$ cat src/rtl/meter_pkg.sv
// meter_pkg: shared widths, converter states and 7-segment helpers for the meter display.
package meter_pkg;
  localparam int BIN_W = 14;
  localparam int BCD_W = 16;
  localparam int MAX_COUNT = 9999;
  localparam logic [6:0] SEG_BLANK = 7'b1111111;
  typedef enum logic [1:0] {IDLE, SHIFT, DONE} conv_state_t;
  // active-low segments, bit 0 = a ... bit 6 = g
  function automatic logic [6:0] seg_decode(input logic [3:0] d);
    case (d)
      4'd0: return 7'b1000000;
      4'd1: return 7'b1111001;
      4'd2: return 7'b0100100;
      4'd3: return 7'b0110000;
      4'd4: return 7'b0011001;
      4'd5: return 7'b0010010;
      4'd6: return 7'b0000010;
      4'd7: return 7'b1111000;
      4'd8: return 7'b0000000;
      4'd9: return 7'b0010000;
      default: return SEG_BLANK;
    endcase
  endfunction
  function automatic logic [BCD_W-1:0] to_bcd(input int v);
    logic [BCD_W-1:0] r;
    int x;
    r = '0;
    x = v;
    for (int i = 0; i < 4; i++) begin
      r[4*i +: 4] = 4'(x % 10);
      x = x / 10;
    end
    return r;
  endfunction
endpackage

$ cat src/rtl/bin2bcd_seq.sv
// bin2bcd_seq: sequential shift-add-3 binary to BCD converter with a one-deep latest-wins request buffer.
module bin2bcd_seq
  import meter_pkg::*;
(
  input  logic             clk,
  input  logic             rst_n,
  input  logic             start,
  input  logic [BIN_W-1:0] bin,
  output logic             busy,
  output logic             done,
  output logic [BCD_W-1:0] bcd
);
  conv_state_t r_state, w_state_n;
  logic [BCD_W+BIN_W-1:0] r_sr, w_sr_adj;
  logic [3:0] r_cnt;
  logic r_pend_v, r_done, w_load, w_last;
  logic [BIN_W-1:0] r_pend, w_src;
  logic [BCD_W-1:0] r_bcd;
  function automatic logic [BIN_W-1:0] sat(input logic [BIN_W-1:0] b);
    return b > BIN_W'(MAX_COUNT) ? BIN_W'(MAX_COUNT) : b;
  endfunction
  always_comb begin
    w_last = r_state == SHIFT && r_cnt == 4'd14;
    w_src = start ? bin : r_pend;
    w_load = (r_state == IDLE && start) || (r_state == DONE && (start || r_pend_v));
    w_state_n = w_load ? SHIFT : r_state == SHIFT ? (w_last ? DONE : SHIFT) : IDLE;
    w_sr_adj = r_sr;
    for (int i = 0; i < 4; i++)
      if (r_sr[BIN_W+4*i +: 4] >= 4'd5) w_sr_adj[BIN_W+4*i +: 4] = r_sr[BIN_W+4*i +: 4] + 4'd3;
  end
  // count 14 is the extra cycle that publishes the result, giving a 16-cycle turnaround
  always_ff @(posedge clk or negedge rst_n) begin
    if (!rst_n) begin
      r_state <= IDLE;
      r_sr <= '0;
      r_cnt <= '0;
      r_pend_v <= 1'b0;
      r_pend <= '0;
      r_bcd <= '0;
      r_done <= 1'b0;
    end else begin
      r_state <= w_state_n;
      r_done <= w_last;
      if (w_load) begin
        r_sr <= {{BCD_W{1'b0}}, sat(w_src)};
        r_cnt <= '0;
      end else if (r_state == SHIFT && !w_last) begin
        r_sr <= w_sr_adj << 1;
        r_cnt <= r_cnt + 1'b1;
      end
      if (w_last) r_bcd <= r_sr[BCD_W+BIN_W-1:BIN_W];
      if (start && r_state == SHIFT) begin
        r_pend <= bin;
        r_pend_v <= 1'b1;
      end else if (r_state == DONE) r_pend_v <= 1'b0;
    end
  end
  assign busy = r_state != IDLE;
  assign done = r_done;
  assign bcd = r_bcd;
endmodule

$ cat src/rtl/meter_display.sv
// meter_display: converts the meter count to BCD and drives a multiplexed, flashing 4-digit 7-segment display.
module meter_display
  import meter_pkg::*;
#(
  parameter int SCAN_DIV = 100_000,
  parameter int FLASH_DIV = 100_000_000,
  parameter int FLASH_THRESH = 200,
  parameter int LZB = 1
) (
  input  logic             clk,
  input  logic             rst_n,
  input  logic [BIN_W-1:0] count_bin,
  input  logic             count_valid,
  output logic [6:0]       seg,
  output logic [3:0]       an,
  output logic [BCD_W-1:0] bcd_out,
  output logic             conv_done,
  output logic             busy
);
  localparam int SW = SCAN_DIV > 1 ? $clog2(SCAN_DIV) : 1;
  localparam int FW = FLASH_DIV > 1 ? $clog2(FLASH_DIV) : 1;
  localparam logic [BCD_W-1:0] THRESH_BCD = to_bcd(FLASH_THRESH);
  localparam bit FLASH_ALL = FLASH_THRESH > MAX_COUNT;
  logic [SW-1:0] r_scan_cnt;
  logic [FW-1:0] r_flash_cnt;
  logic [1:0] r_idx, w_sel;
  logic r_phase, r_on, w_tick, w_tog, w_phase_n, w_on_n, w_flash, w_blank;
  logic [3:0] r_an, w_an, w_digit;
  logic [6:0] r_seg, w_seg;
  bin2bcd_seq u_conv (
    .clk  (clk),
    .rst_n(rst_n),
    .start(count_valid),
    .bin  (count_bin),
    .busy (busy),
    .done (conv_done),
    .bcd  (bcd_out)
  );
  // the slot being shown is the index value just before its increment
  always_comb begin
    w_tick = r_scan_cnt == SW'(SCAN_DIV - 1);
    w_tog = r_flash_cnt == FW'(FLASH_DIV - 1);
    w_phase_n = r_phase ^ w_tog;
    w_on_n = r_on | w_tick;
    w_sel = w_tick ? r_idx : r_idx - 2'd1;
    w_digit = bcd_out[{w_sel, 2'b00} +: 4];
    w_blank = LZB != 0 && w_sel != 2'd0 && (bcd_out >> {w_sel, 2'b00}) == '0;
    w_flash = FLASH_ALL || bcd_out < THRESH_BCD;
    w_an = (!w_on_n || (w_flash && w_phase_n)) ? 4'b1111 : ~(4'b0001 << w_sel);
    w_seg = (!w_on_n || w_blank) ? SEG_BLANK : seg_decode(w_digit);
  end
  always_ff @(posedge clk or negedge rst_n) begin
    if (!rst_n) begin
      r_scan_cnt <= '0;
      r_flash_cnt <= '0;
      r_phase <= 1'b0;
      r_on <= 1'b0;
      r_idx <= '0;
      r_an <= 4'b1111;
      r_seg <= SEG_BLANK;
    end else begin
      r_scan_cnt <= w_tick ? '0 : r_scan_cnt + 1'b1;
      r_flash_cnt <= w_tog ? '0 : r_flash_cnt + 1'b1;
      r_phase <= w_phase_n;
      r_on <= w_on_n;
      if (w_tick) r_idx <= r_idx + 2'd1;
      r_an <= w_an;
      r_seg <= w_seg;
    end
  end
  assign an = r_an;
  assign seg = r_seg;
endmodule
$ cat config.mk
export PLATFORM = sky130hd
export DESIGN_NAME = meter_display
export DESIGN_NICKNAME = d
export VERILOG_FILES = /design/src/rtl/meter_pkg.sv /design/src/rtl/bin2bcd_seq.sv /design/src/rtl/meter_display.sv
export SDC_FILE = /design/constraint.sdc
export NUM_CORES = 1
export LEC_CHECK = 0
export CORE_AREA = 2 2 79 138
export CTS_BUF_LIST = sky130_fd_sc_hd__clkbuf_16
export CTS_CLUSTER_SIZE = 25
export DETAILED_ROUTE_END_ITERATION = 8
export DIE_AREA = 0 0 81 140
export MAX_ROUTING_LAYER = met4
export PLACE_DENSITY = 0.79
export SETUP_SLACK_MARGIN = 0.05
export SLEW_MARGIN = 15
export SYNTH_ARGS = -nofsm -noshare
export SYNTH_HDL_FRONTEND = slang
export SYNTH_SLANG_ARGS = --single-unit
$ cat constraint.sdc
create_clock -name clk -period 5.9 [get_ports clk]
set_input_delay 1.18 -clock clk [delete_from_list [all_inputs] [get_ports clk]]
set_output_delay 1.18 -clock clk [all_outputs]
set_load 0.02 [all_outputs]
# Word level (Yosys, flattened, before mapping)

Memory sizes are Yosys's and may differ from the RTL's.
Cells that the tools add are included.

Logic and storage cells: 80
Memories: 1
Input port bits: 17
Bits in read-only memories: 112
Register bits after elaboration: 127

Memory list:

| name             | depth | bits a word | read ports | clocked after Yosys merged registers in | write ports | RTL line        | source |
|---|---|---|---|---|---|---|---|
| (name not given) | 16    | 7           | 1          | 0                                       | 0           | meter_pkg.sv:10 | `case (d)` |

Add/sub/neg operators: 9
Reduce and logical (&&, ||, !) cells: 19
Bitwise operators: 3
Equality and inequality tests: 5
Magnitude comparators: 6
Multiplexer cells: 20
Shift-type cells: 3

Operators with widths:

| kind                    | count |
|---|---|
| $mux W30                | 2 |
| $mux W14                | 2 |
| $add A27 B1 Y27 const B | 1 |
| $eq A27 B27 Y1 const B  | 1 |
| $mux W27                | 1 |
| $mux W4                 | 6 |
| $add A17 B1 Y17 const B | 1 |
| $eq A17 B17 Y1 const B  | 1 |
| $mux W17                | 1 |
| $ge A4 B3 Y1 const B    | 4 |
| $logic_not A16 Y1       | 1 |
| $lt A16 B10 Y1 const B  | 1 |
| $shiftx A16 B5 Y4       | 1 |
| $shr A16 B4 Y16         | 1 |
| $gt A14 B14 Y1 const B  | 1 |
| $add A4 B2 Y4 const B   | 3 |
| $mux W2                 | 4 |
| $reduce_bool A2 Y1      | 4 |
| $logic_and A1 B1 Y1     | 7 |
| $mux W7                 | 1 |
| $add A4 B1 Y4 const B   | 1 |
| $eq A4 B4 Y1 const B    | 1 |
| $logic_or A1 B1 Y1      | 4 |
| $not A4 Y4              | 1 |
| other kinds (12)        | 14 |

# Depth between registers and ports, before layout

Gate-level depths: netlist (run 1).

Depth after elaboration: 7
Mapped depth: 12

# By module

From an unflattened synthesis (run 1), not the netlist that was laid out.

Cell total of the unflattened synthesis: 574
Area, all modules: 6293.5 um^2

By module, submodules not included:

| module        | seq. area each (um^2) | cells an instance | area an instance (um^2) | instances |
|---|---|---|---|---|
| bin2bcd_seq   | 1701.6                | 266               | 3225.6                  | 1 |
| meter_display | 1490.2                | 308               | 3067.9                  | 1 |

# Worst setup path after synthesis (run 1)

Ideal clock, no wire load.

Kind: register -> register
Start: register r_scan_cnt[0]
End: register r_seg[4] (netlist: seg[4])
Path buffers: 2
Arrival time: 2.916 ns
Data required time: 5.809 ns
Path slack: 2.894 ns
Cell stages (with the launch flop): 13
Path through: dfrtp_1 ha_1 and4_1 and4_1 buf_6 buf_6 nand3_1 nand3_1 nor4_1 ha_1 nor3b_1 and4bb_1 o31ai_1

Cells in the longest elaborated chain, start to end: 7

RTL lines:

| element                                                | RTL line            | source |
|---|---|---|
| start: declaration                                     | meter_display.sv:24 | `logic [SW-1:0] r_scan_cnt;` |
| start signal: assignment                               | meter_display.sv:62 | `r_scan_cnt <= w_tick ? '0 : r_scan_cnt + 1'b1;` |
| $eq A17 B17 Y1 *                                       | meter_display.sv:41 | `w_tick = r_scan_cnt == SW'(SCAN_DIV - 1);` |
| branches (longest 5 deep; another with $mem_v2 Z16 W7) | -                   |  |
| $mux W7 *                                              | meter_display.sv:50 | `w_seg = (!w_on_n \|\| w_blank) ? SEG_BLANK : seg_decode(w_digit);` |
| via w_seg[4]                                           | meter_display.sv:29 | `logic [6:0] r_seg, w_seg;` |
| end signal: assignment                                 | meter_display.sv:68 | `r_seg <= w_seg;` |
| end: declaration                                       | meter_display.sv:29 |  |

Mark *: on every way through the listed nets, which the timed path passes.
A chain may end at the register's enable or synchronous reset.

# Worst setup path in the final report (run 1)

Same ends and word-level chain as after synthesis.

==> impl_metrics.env, run 1 <==
export IMPL_vias=4652
export IMPL_clk_pin_slew_worst_paths_ns=0.06
export IMPL_synth_seq_cells=127
export IMPL_hold_path_class="reg -> reg"
export IMPL_timing_setup_tns_ns=0
export IMPL_cp_arrival_ns=4.10
export IMPL_max_clock_freq_mhz=265
export IMPL_min_period_ns=3.78
export IMPL_cts_sinks=127
export IMPL_crit_reg2reg_capture="seg[4]$_DFF_PN1_"
export IMPL_dieArea_um2=11300
export IMPL_rows=49
export IMPL_static_leakage_power_nw=3.27
export IMPL_cells_after_synth=587
export IMPL_first_global_vias=4792
export IMPL_placed_cells=736
export IMPL_post_placement_setup_slack_ns=1.95
export IMPL_io_buffer_count=45
export IMPL_r2r_setup_slack_ns=2.12
export IMPL_vias_per_cell=6.06
export IMPL_pin_count=46
export IMPL_detailed_place_hpwl_um=8780
export IMPL_drt_first_iter_violations=259
export IMPL_drive_above_1_share=0.136
export IMPL_cts_max_path_buffers=2
export IMPL_worstSetupEndpoint="seg[4]$_DFF_PN1_"
export IMPL_floorplan_die_height_um=140
export IMPL_grt_pass1_wl_um=22600
export IMPL_power_per_cell_area_nw_per_um2=443
export IMPL_min_period_over_period=0.640
export IMPL_timing_critical_path_from_type="flip-flop"
export IMPL_rsz_0062_raised_after_global_routing="false"
export IMPL_finish_cell_count_without_fillers=768
export IMPL_cts_root_buffer_cell="clkbuf_16"
export IMPL_outcome="finished, final reports clean"
export IMPL_timing_critical_path_from="r_scan_cnt[0]$_DFF_PN0_"
export IMPL_max_slew_worst_pin_slew_ns=0.926
export IMPL_finish_net_count=662
export IMPL_required_ns=6.23
export IMPL_post_synthesis_average_cell_area_um2=10.7
export IMPL_reg2reg_depth=11
export IMPL_worst_skew_pair_late_latency_ns=0.42
export IMPL_floorplan_initialDensity=0.617
export IMPL_r2r_start="r_scan_cnt[0]$_DFF_PN0_"
export IMPL_numCtsBuffers=17
export IMPL_cts_repair_resized=0
export IMPL_max_slew_margin_rel=0.383
export IMPL_maxCapViolations=0
export IMPL_areaGrowthSynthToFinish_pct=17.4
export IMPL_yosys_warnings=0
export IMPL_layout_cells_most_common="dfrtp_1"
export IMPL_route_final_wire_length_um=13300
export IMPL_grt_overflow_total=0
export IMPL_critical_path_max_stage_delay_ns=0.70
export IMPL_synth_cell_area_um2=6280
export IMPL_maxSlewViolCount=0
export IMPL_wire_per_inst_um=17.3
export IMPL_highest_count_cells_in_the_layout_ignoring_fill_and_taps="116 x dfrtp_1, 57 x nand2_1, 44 x clkdlybuf4s50_1"
export IMPL_critPathCaptureType="flip-flop"
export IMPL_fin_worst_skew_ns=0.00981
export IMPL_syn_num_nets=621
export IMPL_layout_cell_area_non_filler_um2=7380
export IMPL_die_w_um=81
export IMPL_setup_viol=0
export IMPL_worst_slack_ns=2.12
export IMPL_pin_count_of_the_biggest_net_entering_global_routing=76
export IMPL_num_antenna_cells=0
export IMPL_worst_ir_drop_vdd_uv=279
export IMPL_drt_antenna_violating_nets=0
export IMPL_share_of_async_settable_or_async_resettable_flops_after_synthesis=1.00
export IMPL_total_global_routing_track_utilization=0.264
export IMPL_coreArea_um2=10200
export IMPL_ys_types=53
export IMPL_drtPass1Iterations=4
export IMPL_synth_enable_flop_cells=0
export IMPL_globalplace_congestion=0.911
export IMPL_antenna_violations_before_repair=0
export IMPL_finalHoldViolCount=0
export IMPL_nFillCells=737
export IMPL_postCtsSetupRepairBufs=0
export IMPL_critPathSlowestCell="nor4_1"
export IMPL_crit_path_cell_trace="ha_1, and4_1, and4_1, buf_4, a21o_1, nand3_1, nor4_1, ha_1, nor3b_1, and4bb_1, o31ai_1"
export IMPL_synth_seq_area_share=0.508
export IMPL_hold_path_startpoint="u_conv.r_pend[3]$_DFFE_PN0P_"
export IMPL_placedInstanceArea_um2=6770
export IMPL_clock_tree_from_tritoncts="yes"
export IMPL_worstPathMaxFanout=25
export IMPL_cts_hold_repair_buffers=0
export IMPL_ys_flop_type="dfrtp_1"
export IMPL_h_tree_depth=4
export IMPL_path_class="reg -> reg"
export IMPL_remaining_drc_errors=0
==> per-stage QoR <==
stage / utilization / power, W / hold WS (ns)
after floorplan: - / 0.00189 / 0.450
after global placement: 0.665 / 0.00214 / 0.465
after detailed placement: 0.665 / 0.00219 / 0.473
after CTS: 0.725 / 0.00328 / 0.497
after global routing: 0.725 / 0.00344 / 0.500
final: 0.725 / 0.00326 / 0.494
==> metal layers <==
metal	GRT usage	share of wire
met5	-	0
met2	0.449	0.55
met4	0.111	0.029
met3	0.0631	0.041
met1	0.288	0.38
==> where the power goes <==
part | switching [W] | leakage [nW] | total [W] | internal, W
clock | 0.000375 | 0.296 | 0.00107 | 0.000696
combinational | 0.000505 | 1.36 | 0.000937 | 0.000431
sequential | 0.000188 | 1.61 | 0.00126 | 0.00107
total | 0.00107 | 3.27 | 0.00326 | 0.00220
==> kinds of logic (layout without fill, tap and decap cells) <==
group           after synthesis  in the layout  synth area share
compound gates               90             90            0.0936
mux                          56             56            0.0960
flops                       127            127             0.508
buf+inv                      45             99            0.0337
simple gates                203            203             0.166
xor+xnor                     47             47            0.0655
fa+ha+maj                    19             19            0.0370
==> registers in the layout, summed over array words and instances, names as in the netlist, 2 cells and up <==
name and cells:
r_idx 2, r_scan_cnt 17, u_conv.r_sr 30, r_flash_cnt 27, an 4, seg 7
u_conv.r_pend 14, u_conv.bcd 16, u_conv.r_cnt 4, u_conv.r_state 2
==> critical path, delay by kind of cell, from the launching register on <==
kind            cells  cell delay [ns]
fa+ha+maj           2             0.52
flops               1             0.41
compound gates      2             0.38
simple gates        6             1.98
buf+inv             1             0.37
==> synth_stat cells (all sizes together) (12+ instances only) <==
library cell  instances  area [µm²]
dfrtp               116        2900
nand3                24         120
xnor2                23         201
nand4                12        75.1
nor2                 40         150
a21oi                18        93.8
mux2                 34         383
nor2b                12        75.1
ha                   17         213
mux2i                22         220
xor2                 24         210
clkbuf               17        63.8
nand2                57         214
o21ai                25         125
inv                  19        71.3
==> area by class of cell <==
class | instances | area (µm²) | area share
clock buffer | 17 | 425 | 0.0577
sequential | 127 | 3190 | 0.433
clock inverter | 15 | 178 | 0.0241
multi-input combinational | 415 | 2880 | 0.391
inverter | 19 | 71.3 | 0.00967
timing repair buffer | 48 | 470 | 0.0638
tap | 127 | 159 | 0.0215
==> worst min path at each step <==
stage	end	slack [ns]	cells after the start
global placement	r_scan_cnt[0]$_DFF_PN0_	0.47	1
CTS	u_conv.r_pend[3]$_DFFE_PN0P_	0.50	1
floorplan	u_conv.r_sr[0]$_DFFE_PN0P_	0.45	2
detailed placement	u_conv.r_sr[0]$_DFFE_PN0P_	0.47	2
finish	u_conv.r_pend[3]$_DFFE_PN0P_	0.49	1
global route	u_conv.r_pend[2]$_DFFE_PN0P_	0.50	1
Note: power is estimated with default switching activity, not from simulation.
==> run 2, diff against run 1 <==
Settings changed: CORE_AREA 2 2 79 138 to 2 2 86 150, DIE_AREA 0 0 81 140 to 0 0 88 152, PLACE_DENSITY 0.79 to 0.7.
Clock period 5.9 ns to 3.15 ns, I/O delays scaled along.
==> impl_metrics.env, run 2 (same netlist as run 1, synthesis figures left out) <==
export IMPL_power_per_cell_area_nw_per_um2=804
export IMPL_route_final_wire_length_um=12800
export IMPL_largest_reg_by_ff_count="u_conv.r_sr"
export IMPL_wire_per_inst_um=15.6
export IMPL_critical_path_max_stage_delay_ns=0.39
export IMPL_antenna_violations_before_repair=0
export IMPL_placedInstanceArea_um2=6920
export IMPL_grt_busiest_layer="met2"
export IMPL_worstPathMaxFanout=10
export IMPL_timing_critical_path_mode_cell="ha_1"
export IMPL_cts_max_path_buffers=2
export IMPL_critPathSlowestCell="dfrtp_1"
export IMPL_floorplan_die_height_um=152
export IMPL_clock_tree_from_tritoncts="yes"
export IMPL_cp_top_family="simple AND/OR/NAND/NOR gates"
export IMPL_finalHoldViolCount=0
export IMPL_cts_hold_repair_buffers=0
export IMPL_grtUsageMet1=0.222
export IMPL_clk_pin_slew_worst_paths_ns=0.05
export IMPL_required_ns=3.46
export IMPL_dieArea_um2=13400
export IMPL_coreArea_um2=12200
export IMPL_maxSlewViolCount=0
export IMPL_largest_register_ffs=30
export IMPL_fin_worst_skew_ns=0.00753
export IMPL_design_power_total_w=0.00602
export IMPL_min_period_ns=2.91
export IMPL_pin_count_of_the_biggest_net_entering_global_routing=60
export IMPL_grt_overflow_total=0
export IMPL_floorplan_initialDensity=0.514
export IMPL_max_clock_freq_mhz=344
export IMPL_io_buffer_count=45
export IMPL_layout_cells_most_common="dfrtp_1"
export IMPL_rows=54
export IMPL_worst_ir_drop_vdd_uv=511
export IMPL_cp_arrival_ns=3.22
export IMPL_critPathCaptureType="flip-flop"
export IMPL_globalplace_congestion=0.859
export IMPL_remaining_drc_errors=0
export IMPL_num_antenna_cells=0
export IMPL_drtPass1Iterations=4
export IMPL_vias_per_cell=5.65
export IMPL_h_tree_depth=4
export IMPL_timing_critical_path_buf_inv=1
export IMPL_highest_count_cells_in_the_layout_ignoring_fill_and_taps="116 x dfrtp_1, 57 x nand2_1, 44 x clkdlybuf4s50_1"
export IMPL_largest_registers="u_conv.r_sr: 30 flops, r_flash_cnt: 27 flops, r_scan_cnt: 17 flops"
export IMPL_worst_skew_pair_late_latency_ns=0.41
export IMPL_grt_met2_usage=0.371
export IMPL_detailed_place_hpwl_um=9110
export IMPL_min_period_over_period=0.924
export IMPL_crit_path_cell_trace="ha_1, and4_1, and4_4, buf_4, mux2i_1, a221o_1, ha_1, nor3b_2, and4bb_1, o31ai_1"
export IMPL_layout_cell_area_non_filler_um2=7480
export IMPL_cts_sinks=127
export IMPL_rsz_0062_raised_after_global_routing="false"
export IMPL_maxCapViolations=0
export IMPL_total_global_routing_track_utilization=0.209
export IMPL_first_global_vias=4698
export IMPL_timing_critical_path_from_type="flip-flop"
export IMPL_vias=4625
export IMPL_grt_use_met3=0.0397
export IMPL_crit_reg2reg_capture="seg[4]$_DFF_PN1_"
export IMPL_static_leakage_power_nw=3.31
export IMPL_cts_root_buffer_cell="clkbuf_16"
export IMPL_drt_antenna_violating_nets=0
export IMPL_grt_pass1_wl_um=21500
export IMPL_numCtsBuffers=17
export IMPL_max_slew_margin_rel=0.434
export IMPL_hold_path_class="in -> async"
export IMPL_drt_first_iter_violations=257
export IMPL_reg2reg_depth=10
export IMPL_max_slew_worst_pin_slew_ns=0.847
export IMPL_timing_critical_path_from="r_scan_cnt[0]$_DFF_PN0_"
export IMPL_setup_viol=0
export IMPL_r2r_setup_slack_ns=0.24
export IMPL_die_w_um=88
export IMPL_r2r_start="r_scan_cnt[0]$_DFF_PN0_"
export IMPL_areaGrowthSynthToFinish_pct=19.1
export IMPL_drive_above_1_share=0.143
export IMPL_pin_count=46
export IMPL_path_class="reg -> reg"
export IMPL_finish_net_count=673
export IMPL_outcome="finished, final reports clean"
## run 2: metrics by stage
| stage | hold slack, ns | utilization | TNS (ns) | std cells | setup slack, ns |
|---|---|---|---|---|---|
| 6_report | 0.254 | 0.612 | 0 | 819 | 0.240 |
| 3_5_place_dp | 0.479 | 0.566 | -0.0156 | 788 | -0.0156 |
| 3_3_place_gp | 0.465 | 0.566 | 0 | 788 | 0.168 |
| 2_1_floorplan | 0.334 | - | 0 | 587 | 0.144 |
| 4_1_cts | 0.277 | 0.612 | 0 | 819 | 0.0555 |
| 5_1_grt | 0.310 | 0.612 | 0 | 819 | 0.0648 |
## run 2: timing repair
item / in CTS / in global routing
gates cloned: 0 / 0
endpoints found under the setup margin: 1 / 7
resized for setup: 1 / 2
setup buffers: 0 / 0
## run 2: area by class of cell
cell class / count / area (µm²)
tap: 168 / 210
clock inverter: 14 / 133
clock buffer: 17 / 425
inverter: 19 / 71.3
fill: 1007 / 4740
sequential: 127 / 3190
multi-input combinational: 415 / 2890
timing repair buffer: 59 / 566
## run 2: worst max path at each step
stage	cells after the start	slack, ns	endpoint
finish	10	0.24	seg[4]$_DFF_PN1_
floorplan	12	0.14	seg[4]$_DFF_PN1_
global route	10	0.06	seg[4]$_DFF_PN1_
CTS	10	0.06	seg[4]$_DFF_PN1_
detailed placement	10	-0.02	seg[4]$_DFF_PN1_
global placement	10	0.17	seg[4]$_DFF_PN1_
## run 2: worst register-to-register path, delay by kind of cell, from the launching register on
family / cells / cell delay [ns]
AO/OA/AOI/OAI: 2 / 0.52
adder cells (fa/ha/maj): 2 / 0.41
buffers and inverters: 1 / 0.22
flip-flops: 1 / 0.39
multiplexers: 1 / 0.21
AND/OR/NAND/NOR: 4 / 1.07
## run 2: routing by layer
metal,up-vias,share of wire,routed length [µm]
met3,22,0.026,337
met1,2316,0.40,5090
met4,0,0.018,234
met2,102,0.56,7150
li1,2185,-,-
met5,-,0,0
## run 2: report_power, final
group	internal, W	switching, W
combinational	0.000845	0.000947
sequential	0.00200	0.000355
clock	0.00121	0.000664
==> run 3, diff against run 2 <==
Clock period 3.15 ns to 2.5 ns, I/O delays scaled along.
==> impl_metrics.env, run 3 (same netlist as run 1, synthesis figures left out) <==
export IMPL_rsz_0062_raised_after_global_routing="true"
export IMPL_sw_frac_of_total=0.331
export IMPL_largest_registers="u_conv.r_sr: 30 flops, r_flash_cnt: 27 flops, r_scan_cnt: 17 flops"
export IMPL_min_period_ns=2.59
export IMPL_worstPathMaxFanout=14
export IMPL_grt_pass1_wl_um=21600
export IMPL_drtPass1Iterations=4
export IMPL_largest_reg_by_ff_count="u_conv.r_sr"
export IMPL_power_per_cell_area_nw_per_um2=984
export IMPL_outcome="complete, but fails checks"
export IMPL_setup_viol=7
export IMPL_cts_root_buffer_cell="clkbuf_16"
export IMPL_h_tree_depth=4
export IMPL_power_net_switching_w=0.00255
export IMPL_num_antenna_cells=0
export IMPL_max_clock_freq_mhz=386
export IMPL_critPathSlowestCell="dfrtp_1"
export IMPL_crit_path_cell_trace="nor4b_4, and4_4, buf_12, mux2i_1, a22o_1, a221o_1, ha_2, nor3b_4, buf_4, a21oi_4, o22ai_1"
export IMPL_floorplan_initialDensity=0.514
export IMPL_clock_power_share=0.301
export IMPL_pin_count_of_the_biggest_net_entering_global_routing=128
export IMPL_pin_count=46
export IMPL_vias=4648
export IMPL_numCtsBuffers=17
export IMPL_cts_hold_repair_buffers=0
export IMPL_vias_per_cell=5.44
export IMPL_floorplan_die_height_um=152
export IMPL_first_global_vias=4743
export IMPL_path_class="reg -> reg"
export IMPL_highest_signal_layer="met4"
export IMPL_wire_per_inst_um=14.9
export IMPL_worst_skew_pair_late_latency_ns=0.42
export IMPL_max_slew_worst_pin_slew_ns=0.659
export IMPL_static_leakage_power_nw=3.49
export IMPL_dieArea_um2=13400
export IMPL_areaGrowthSynthToFinish_pct=24.3
export IMPL_critPathCaptureType="flip-flop"
export IMPL_globalplace_congestion=0.874
export IMPL_wl_met2_um=7060
export IMPL_fin_worst_skew_ns=0.00807
export IMPL_maxCapViolations=0
export IMPL_antenna_violations_before_repair=0
export IMPL_r2r_setup_slack_ns=-0.09
export IMPL_die_w_um=88
export IMPL_grt_overflow_total=0
export IMPL_finalHoldViolCount=0
export IMPL_combinationalPowerShare=0.315
export IMPL_clock_tree_from_tritoncts="yes"
export IMPL_route_layer_met1_wl_um=5090
export IMPL_worst_ir_drop_vdd_uv=653
export IMPL_drt_first_iter_violations=212
export IMPL_cts_sinks=127
export IMPL_coreArea_um2=12200
export IMPL_hold_path_class="in -> async"
export IMPL_r2r_start="r_scan_cnt[13]$_DFF_PN0_"
export IMPL_worst_slack_ns=-0.0937
export IMPL_min_period_over_period=1.04
export IMPL_nFillCells=979
export IMPL_power_sequential_fraction=0.385
export IMPL_max_slew_margin_rel=0.559
export IMPL_final_hold_worst_slack_ns=0.184
export IMPL_maxSlewViolCount=0
export IMPL_timing_critical_path_from="r_scan_cnt[13]$_DFF_PN0_"
export IMPL_internal_power_w=0.00514
export IMPL_io_buffer_count=45
export IMPL_largest_register_ffs=30
export IMPL_critical_path_max_stage_delay_ns=0.40
export IMPL_timing_setup_tns_ns=-0.589
export IMPL_required_ns=2.83
export IMPL_route_final_wire_length_um=12700
export IMPL_layout_cells_most_common="dfrtp_1"
export IMPL_total_global_routing_track_utilization=0.208
export IMPL_cts_max_path_buffers=2
export IMPL_drive_above_1_share=0.207
export IMPL_violations="negative setup slack"
export IMPL_design_power_total_w=0.00769
export IMPL_timing_critical_path_from_type="flip-flop"
export IMPL_finish_net_count=707
export IMPL_cp_arrival_ns=2.93
export IMPL_crit_reg2reg_capture="seg[5]$_DFF_PN1_"
export IMPL_clk_pin_slew_worst_paths_ns=0.05
export IMPL_rows=54
export IMPL_reg2reg_depth=11
export IMPL_detailed_place_hpwl_um=8980
export IMPL_drt_antenna_violating_nets=0
export IMPL_remaining_drc_errors=0
export IMPL_met3_length_um=335
export IMPL_highest_count_cells_in_the_layout_ignoring_fill_and_taps="116 x dfrtp_1, 57 x nand2_1, 47 x buf_4"
## run 3: worst max path at each step
stage,endpoint,slack (ns),cells after the start
after global routing,seg[0]$_DFF_PN1_,-0.22,11
after floorplan,seg[4]$_DFF_PN1_,-0.17,11
after detailed placement,seg[2]$_DFF_PN1_,-0.11,11
after global placement,seg[4]$_DFF_PN1_,-0.04,11
after CTS,seg[4]$_DFF_PN1_,-0.08,11
final,seg[5]$_DFF_PN1_,-0.09,11
## run 3: power by group through the flow
stage / Sequential, W / Combinational (W) / Clock [W]
3_3_place_gp: 0.00296 / 0.00228 / 0
6_report: 0.00296 / 0.00242 / 0.00231
2_1_floorplan: 0.00297 / 0.00151 / 0
5_1_grt: 0.00302 / 0.00270 / 0.00244
3_5_place_dp: 0.00298 / 0.00239 / 0
4_1_cts: 0.00295 / 0.00242 / 0.00235
## run 3: critical path, delay by kind of cell, from the launching register on
kind / cells / cell delay (ns)
AO/OA/AOI/OAI: 4 / 0.80
adder cells (fa/ha/maj): 1 / 0.18
buffers and inverters: 2 / 0.30
AND/OR/NAND/NOR: 3 / 0.75
multiplexers: 1 / 0.08
flip-flops: 1 / 0.40
## run 3: timing repair
item | in CTS | in global routing
pin swaps | 1 | 1
resized for setup | 6 | 1
cloned | 0 | 0
setup endpoints to repair | 7 | 7
setup buffers | 0 | 2
## run 3: layout make-up
type,count,area (µm²),share of cell area
Tap cell,168,210,0.0269
Timing Repair Buffer,93,833,0.107
Multi-Input combinational cell,415,2950,0.377
Sequential cell,127,3190,0.409
Inverter,19,71.3,0.00913
Clock inverter,15,131,0.0168
Clock buffer,17,425,0.0545
## run 3: through the flow
stage / instances / setup WS [ns] / util / instance area, µm²
after floorplan: 587 / -0.174 / - / 6320
final: 854 / -0.0937 / 0.639 / 7810
after global placement: 820 / -0.0394 / 0.589 / 7210
after CTS: 852 / -0.0830 / 0.637 / 7790
after global routing: 854 / -0.217 / 0.639 / 7810
after detailed placement: 820 / -0.110 / 0.589 / 7210
## run 3: routing by layer
| layer | up-vias | GRT usage |
|---|---|---|
| li1 | 2260 | - |
| met1 | 2280 | 0.223 |
| met2 | 86 | 0.364 |
| met3 | 22 | 0.0473 |
| met4 | 0 | 0.0821 |
| met5 | - | - |
